### src/rtl/mdu_iterative.sv
// Iterative multiply/divide unit beside the ALU; owns HI/LO for mfhi/mflo.
// Shift-add mult, restoring div, one bit per cycle, sign fixed up at the end.
// Ports: clk, reset (sync, active-high), Start/Op/Sign/In1/In2 request,
//        Busy/Done status, Hi/Lo result registers.
// Optional macro MDU_EARLY_EXIT_EN: mult stops once the multiplier is spent.
module mdu_iterative #(
    parameter int WIDTH = 32,
    parameter int CNT_W = 6
) (
    input  logic             clk,
    input  logic             reset,
    input  logic             Start,
    input  logic [1:0]       Op,
    input  logic             Sign,
    input  logic [WIDTH-1:0] In1,
    input  logic [WIDTH-1:0] In2,
    output logic             Busy,
    output logic             Done,
    output logic [WIDTH-1:0] Hi,
    output logic [WIDTH-1:0] Lo
);
    localparam int W2 = 2 * WIDTH;

    typedef enum logic [1:0] {
        S_IDLE,
        S_RUN,
        S_FIX
    } state_t;

    state_t           state_q, state_d;
    logic [CNT_W-1:0] cnt_q, cnt_d;
    logic [WIDTH-1:0] hi_q, hi_d;
    logic [WIDTH-1:0] lo_q, lo_d;
    logic             done_q, done_d;
    // mult: a=product, b=shifted multiplicand, m=multiplier
    // div:  a={remainder,quotient/dividend}, b[WIDTH-1:0]=divisor
    logic [W2-1:0]    a_q, a_d;
    logic [W2-1:0]    b_q, b_d;
    logic [WIDTH-1:0] m_q, m_d;
    logic             div_q, div_d;
    logic             neg_q, neg_d;
    logic             negr_q, negr_d;
    logic             dz_q, dz_d;
    logic [WIDTH-1:0] raw_q, raw_d;

    logic [WIDTH-1:0] abs1, abs2;
    logic [WIDTH:0]   trial;
    logic [W2-1:0]    prod;
    logic [WIDTH-1:0] quo, rem;

    always_ff @(posedge clk) begin
        if (reset) begin
            state_q <= S_IDLE;
            cnt_q   <= '0;
            hi_q    <= '0;
            lo_q    <= '0;
            done_q  <= 1'b0;
            a_q     <= '0;
            b_q     <= '0;
            m_q     <= '0;
            div_q   <= 1'b0;
            neg_q   <= 1'b0;
            negr_q  <= 1'b0;
            dz_q    <= 1'b0;
            raw_q   <= '0;
        end else begin
            state_q <= state_d;
            cnt_q   <= cnt_d;
            hi_q    <= hi_d;
            lo_q    <= lo_d;
            done_q  <= done_d;
            a_q     <= a_d;
            b_q     <= b_d;
            m_q     <= m_d;
            div_q   <= div_d;
            neg_q   <= neg_d;
            negr_q  <= negr_d;
            dz_q    <= dz_d;
            raw_q   <= raw_d;
        end
    end

    always_comb begin
        state_d = state_q;
        cnt_d   = cnt_q;
        hi_d    = hi_q;
        lo_d    = lo_q;
        done_d  = 1'b0;
        a_d     = a_q;
        b_d     = b_q;
        m_d     = m_q;
        div_d   = div_q;
        neg_d   = neg_q;
        negr_d  = negr_q;
        dz_d    = dz_q;
        raw_d   = raw_q;
        // 0x80000000 stays 0x80000000 here, read as unsigned 2^31
        abs1    = (Sign && In1[WIDTH-1]) ? -In1 : In1;
        abs2    = (Sign && In2[WIDTH-1]) ? -In2 : In2;
        trial   = {a_q[W2-1:WIDTH], a_q[WIDTH-1]} - {1'b0, b_q[WIDTH-1:0]};
        prod    = neg_q ? -a_q : a_q;
        quo     = a_q[WIDTH-1:0];
        rem     = a_q[W2-1:WIDTH];

        case (state_q)
            S_IDLE: begin
                if (Start) begin
                    unique case (Op)
                        2'b10: hi_d = In1;
                        2'b11: lo_d = In1;
                        default: begin
                            div_d   = Op[0];
                            neg_d   = Sign & (In1[WIDTH-1] ^ In2[WIDTH-1]);
                            negr_d  = Sign & In1[WIDTH-1];
                            dz_d    = (In2 == '0);
                            raw_d   = In1;
                            cnt_d   = '0;
                            state_d = S_RUN;
                            if (Op[0]) begin
                                a_d = {{WIDTH{1'b0}}, abs1};
                                b_d = {{WIDTH{1'b0}}, abs2};
                                m_d = '0;
                            end else begin
                                a_d = '0;
                                b_d = {{WIDTH{1'b0}}, abs1};
                                m_d = abs2;
`ifdef MDU_EARLY_EXIT_EN
                                if (abs2 == '0) state_d = S_FIX;
`endif
                            end
                        end
                    endcase
                end
            end
            S_RUN: begin
                cnt_d = cnt_q + CNT_W'(1);
                if (div_q) begin
                    // shift in next dividend bit; keep trial if non-negative
                    if (!trial[WIDTH])
                        a_d = {trial[WIDTH-1:0], a_q[WIDTH-2:0], 1'b1};
                    else
                        a_d = {a_q[W2-2:0], 1'b0};
                end else begin
                    if (m_q[0]) a_d = a_q + b_q;
                    b_d = {b_q[W2-2:0], 1'b0};
                    m_d = {1'b0, m_q[WIDTH-1:1]};
                end
                if (cnt_q == CNT_W'(WIDTH - 1)) state_d = S_FIX;
`ifdef MDU_EARLY_EXIT_EN
                if (!div_q && m_q[WIDTH-1:1] == '0) state_d = S_FIX;
`endif
            end
            S_FIX: begin
                state_d = S_IDLE;
                done_d  = 1'b1;
                if (!div_q) begin
                    hi_d = prod[W2-1:WIDTH];
                    lo_d = prod[WIDTH-1:0];
                end else if (dz_q) begin
                    hi_d = raw_q;
                    lo_d = '1;
                end else begin
                    lo_d = neg_q ? -quo : quo;
                    hi_d = negr_q ? -rem : rem;
                end
            end
            default: state_d = S_IDLE;
        endcase
    end

    assign Busy = (state_q != S_IDLE);
    assign Done = done_q;
    assign Hi   = hi_q;
    assign Lo   = lo_q;

endmodule

### config.mk
export PLATFORM = sky130hd
export DESIGN_NAME = mdu_iterative
export DESIGN_NICKNAME = d
export VERILOG_FILES = /design/src/rtl/mdu_iterative.sv
export SDC_FILE = /design/constraint.sdc
export NUM_CORES = 1
export LEC_CHECK = 0
export CORE_MARGIN = 10
export CORE_UTILIZATION = 50
export CTS_CLUSTER_DIAMETER = 120
export CTS_CLUSTER_SIZE = 20
export DETAILED_ROUTE_END_ITERATION = 10
export GPL_TIMING_DRIVEN = 0
export PLACE_DENSITY_LB_ADDON = 0.25
export SYNTH_ARGS = -nofsm -noshare
export SYNTH_HDL_FRONTEND = slang
export SYNTH_SLANG_ARGS = --single-unit
### constraint.sdc
create_clock -name clk -period 7.4 [get_ports clk]
set_input_delay 0.74 -clock clk [delete_from_list [all_inputs] [get_ports clk]]
set_output_delay 0.74 -clock clk [all_outputs]
set_load 0.02 [all_outputs]
**Word-level counts from Yosys, hierarchy flattened**

Index checks and enable logic that the tools add are counted.

- Word-level logic and storage cells: 92
- Input bits: 70
- Memories: 0
- Bits in read-only memories: 0
- Latch bits: 0
- Register bits after elaboration: 269
- RAM bits: 0

- Div/mod/pow operators: 0
- Reduce and logical (&&, ||, !) cells: 15
- Shift operators: 0
- Multiplexer cells: 40
- Bitwise gates (word level): 4
- $mul: 0
- Order comparisons: 0
- Add/sub/neg operators: 8
- Eq/ne operators: 12

Operator list:

| cell | count |
|---|---|
| $mux 32 | 18 |
| $mux 64 | 9 |
| $pmux 64 s2 | 2 |
| $pmux 32 s2 | 3 |
| $neg 32->32 | 4 |
| $add 64x64->64 | 1 |
| $neg 64->64 | 1 |
| $sub 33x32->33 | 1 |
| $logic_not 32->1 | 1 |
| $reduce_and 3->1 | 5 |
| $mux 6 | 2 |
| $pmux 6 s2 | 1 |
| $ne 2x2->1 const B | 4 |
| $reduce_and 4->1 | 2 |
| $add 6x1->6 const B | 1 |
| $eq 2x2->1 const B | 3 |
| $eq 6x5->1 const B | 1 |
| $mux 2 | 3 |
| $reduce_bool 2->1 | 3 |
| $ne 2x1->1 const B | 2 |
| $pmux 2 s2 | 1 |
| $ne 3x3->1 const B | 1 |
| $and 1x1->1 | 2 |
| $eq 2x1->1 const B | 1 |
| 6 further kinds | 7 |

**Logic depth before layout (Yosys ltp)**

- Depth after elaboration: 6
- Depth in mapped cells: 14

**Worst setup path after synthesis**

Ideal clock, no wire load.

- Path type: reg2reg
- Start point: register a_q[0]
- End point: register a_q[62]
- Clock period less this slack: 3.359 ns
- Buffers on the path: 0
- Arrival time: 3.237 ns
- Setup slack: 4.041 ns
- Stages on the path, launching flop included: 13
- Required time: 7.278 ns
- Library setup time: 0.122 ns
- Cell sequence: dfxtp_1 > ha_1 > fa_1 > a21o_1 > a221o_1 > nand3_1 > a31oi_1 > a41o_1 > a211oi_1 > nor4_1 > a2111oi_0 > xnor2_1 > a221o_1

- Cells in the longest elaborated chain, start to end: 4

RTL lines:

| element | RTL line | RTL |
|---|---|---|
| start: declaration | 37 | `logic [W2-1:0] a_q, a_d;` |
| start signal: assignment | 58 | `a_q <= '0;` |
| start signal: assignment | 72 | `a_q <= a_d;` |
| $add 64x64->64 | 144 | `if (m_q[0]) a_d = a_q + b_q;` |
| $mux 64 | 144 |  |
| $mux 64 | 137 | `if (div_q) begin` |
| $pmux 64 s2 | 105 | `case (state_q)` |

No other way between the ends. The select of a mux whose other input is x is not followed.
A chain may end at the register's enable or synchronous reset.

**Final worst setup path**

- Start point: register a_q[32]
- End point: register a_q[53]

- Cells in the longest elaborated chain, start to end: 4

RTL lines:

| element | RTL line |
|---|---|
| $add 64x64->64 or $sub 33x32->33 (tied branches) | 144, 100 |
| $mux 64 (on tied branches) | 144, 139 |
| $mux 64 * | 137 |
| $pmux 64 s2 * | 105 |

Mark *: on every way between the ends. The rest lies on a longest branch, timed or not. The select of a mux whose other input is x is not followed.

==> impl_metrics.tcl <==
set metrics [dict create \
    clockRootBuffer "clkbuf_16" \
    syn2layout_area_growth_pct 11.6 \
    slew_viol_final 0 \
    synth-edff-count 0 \
    ios 136 \
    dieWidth_um 223 \
    path_max_fanout 10 \
    yosysUniqueCellTypes 73 \
    numCtsBuffers 17 \
    grt_pass1_vias 21600 \
    die_area_sq_um 49800 \
    vias_per_cell 6.78 \
    grt_overflow 0 \
    synth_top_area_share_pct 26.1 \
    die_h_um 223 \
    cp_data_arrival_time_ps 5560 \
    synth_compound_area_share_pct 32.0 \
    p_seq_share_pct 40.2 \
    cts_setup_buffers 0 \
    ant_nets 0 \
    yosysTopAreaCell "dfxtp_1" \
    critPathMaxStageDelay_ps 600 \
    sw_frac_of_total_pct 41.1 \
    timing.setup.tns_ps 0 \
    finalHoldViolations 0 \
    start_util_pct 50.5 \
    ys_warn_count 0 \
    vdd_drop_max_mv 0.161 \
    postLayoutCoreUtil_pct 56.3 \
    cts_tree "built" \
    synth_common_cells "nand2_1 (327), a21oi_1 (302), nor2_1 (287)" \
    maxCapViolCount 0 \
    max-slew-margin-rel_pct 13.5 \
    ys_ff_latch 269 \
    status "complete, no violations" \
    clock_sinks 269 \
    drt_iter0_drc 3565 \
    synth_top_family_by_area "compound AO/OA/AOI/OAI gates" \
    core_area_sq_um 40800 \
    synthesis.nets 3022 \
    setup_violations 0 \
    cts_buffer_depth 3 \
    fin_cells 3528 \
    end_kind "flop" \
    startpoint_type "flop" \
    grt_pass1_wl_mm 139 \
    synthCells 2850 \
    crit_type "reg2reg" \
    period_needed_ps 5150 \
    finClkSkew_ps 54.0 \
    clkLatencyLatePin_ps 570 \
    ctsHoldBuffers 0 \
    path_cells "clkbuf_1, inv_1, fa_1, nand2b_1, a21oi_1, o211ai_1, nand3b_1, a211oi_1, xor2_1, clkbuf_1, clkbuf_1, o21ai_0, a22oi_1, o21ai_0" \
    synthFlopType "dfxtp_1" \
    tightest_slew_ps 1300 \
    critical_path.most_common_cell "clkbuf_1" \
    p_sw_uw 1740 \
    wl_per_cell_um 27.1 \
    p_leak_uw 0.00853 \
    intPower_uw 2490 \
    rsz0062_at_grt "false" \
    post-route-period-util_pct 69.6 \
    vias 23900 \
    wirelength_mm 95.5 \
    crit_required_ps 7810 \
    async_flop_share_pct 0 \
    pwr_density_cell_nw_per_um2 184 \
    rows 74 \
    nets 3165 \
    cts_htree_levels 1 \
    p_total_uw 4230 \
    cts.repair.resized 0 \
    clkPwrFrac_pct 23.9 \
    crit_path_top_delay_cell "clkbuf_1" \
    hpwl_mm 76.8 \
    grt_max_degree 21 \
    synth_area_leaders "dfxtp_1 (26%), a21oi_1 (7.3%), ha_1 (6.1%), nand2_1 (6.0%), xnor2_1 (5.6%)" \
    fmax_mhz 194 \
    yosysMostFrequentCell "nand2_1" \
    placed_cells 3506 \
    synth_area_sq_um 20600 \
    hp-class "reg2reg" \
    seq_area_frac_synth_pct 26.1 \
    synthSimpleGateAreaFrac_pct 20.1 \
    synthXorXnorAreaFrac_pct 8.84 \
    synth.area.mux_share_pct 1.23 \
    dr.pass1.iters 8 \
    grt_usage_pct 35.9 \
    antenna_found_initial 0 \
    place.gp.congestion 1.11 \
    drive_gt1_share_pct 1.80 \
    synth_adder_area_share_pct 6.26 \
    drc 0 \
    fill_cells 3972 \
    avgSynthCellArea_sq_um 7.23 \
    path_clk_slew_ps 100 \
    portBuffers 124 \
    combPwrFrac_pct 36.0 \
]
==> flip-flops by register name (all words and copies together) (netlist names) <==
name	count
div_q	1
raw_q	32
Hi	32
b_q	64
m_q	32
Done	1
Lo	32
negr_q	1
a_q	64
state_q	2
dz_q	1
cnt_q	6
neg_q	1
==> kinds of logic (layout without fill, tap and decap cells) <==
family / Yosys count / count (layout)
adders and majority gates: 102 / 102
xor gates and xnor gates: 208 / 208
buffers and inverters: 301 / 445
AOI/OAI and AO/OA: 1027 / 1027
DFF: 269 / 269
muxes: 25 / 25
and+or+nand+nor: 918 / 918
other: 0 / 2
==> cells in the final DEF, fill, tap and decap left out, types with 8 or more instances in the layout <==
cell type / Yosys / routed
a221oi_1: 29 / 29
a211oi_1: 97 / 97
buf_1: 21 / 21
o31ai_1: 25 / 25
xnor2_1: 132 / 132
dfxtp_1: 269 / 269
nor3_1: 80 / 80
and3_1: 16 / 16
nor4_1: 23 / 23
nand2_1: 327 / 327
or2_2: 13 / 13
clkbuf_1: 192 / 192
nor2_1: 287 / 287
a221o_1: 11 / 11
clkbuf_16: 0 / 17
nand3_1: 39 / 39
xor2_1: 76 / 76
mux2i_1: 22 / 22
a21oi_1: 302 / 302
o41ai_1: 10 / 10
nand4_1: 32 / 32
nor2b_1: 8 / 8
o221ai_1: 51 / 51
or3_1: 24 / 24
or4_1: 11 / 11
a31oi_1: 30 / 30
o22ai_1: 9 / 9
and2_1: 19 / 19
a21o_1: 56 / 56
a22oi_1: 58 / 58
inv_1: 83 / 83
o21bai_1: 19 / 19
o21ai_0: 211 / 211
ha_1: 100 / 100
o211ai_1: 52 / 52
clkdlybuf4s50_1: 0 / 124
nand2b_1: 19 / 19
==> metrics by stage <==
step                hold slack, ps  instance area (sq um)  setup WS (ps)
floorplan                      432                  20600           4040
global placement               438                  22500           2560
detailed placement             444                  22500           2550
CTS                            455                  23000           2480
global route                   471                  23000           2050
finish                         455                  23000           2250
==> final timing paths <==
path	from	to	slack, ps	cells past startpoint
min	Lo[16]$_SDFFE_PP0P_	Lo[16]$_SDFFE_PP0P_	450	2
max reg2reg	a_q[32]$_SDFFE_PP0P_	a_q[53]$_SDFFE_PP0P_	2250	14
min reg2reg	Lo[16]$_SDFFE_PP0P_	Lo[16]$_SDFFE_PP0P_	450	2
max	a_q[32]$_SDFFE_PP0P_	a_q[53]$_SDFFE_PP0P_	2250	14
==> worst max-delay path, delay by kind of cell, from the launching register on <==
family / cells / cell delay (ps)
AOI/OAI and AO/OA: 6 / 1170
xor gates and xnor gates: 1 / 440
adders and majority gates: 1 / 500
buffers and inverters: 4 / 1810
DFF: 1 / 580
and+or+nand+nor: 2 / 460
==> layout make-up <==
| class | instances | area, sq um | area share, % |
|---|---|---|---|
| buffer | 217 | 822 | 3.57 |
| antenna | 2 | 5.00 | 0.0218 |
| sequential | 269 | 5390 | 23.4 |
| clock inverter | 3 | 47.5 | 0.207 |
| timing repair buffer | 124 | 1240 | 5.40 |
| inverter | 84 | 315 | 1.37 |
| tap | 532 | 666 | 2.89 |
| multi-input combinational | 2280 | 14100 | 61.3 |
| clock buffer | 17 | 425 | 1.85 |
==> layer usage <==
metal / part of all wire (%) / global-route usage, % / up-vias
met2: 42 / 53.1 / 1712
met3: 13 / 8.81 / 228
li1: - / - / 10700
met4: 5.2 / 17.0 / 0
met5: 0 / 0 / -
met1: 41 / 48.0 / 11300
==> power by group through the flow <==
| stage | Sequential [uW] | Clock, uW | Combinational, uW |
|---|---|---|---|
| after detailed placement | 1720 | 0 | 1450 |
| after floorplan | 1680 | 0 | 920 |
| after global placement | 1710 | 0 | 1430 |
| after global routing | 1700 | 1040 | 1610 |
| after CTS | 1680 | 1000 | 1450 |
| final | 1700 | 1010 | 1520 |
(Power assumes the default switching activity.)
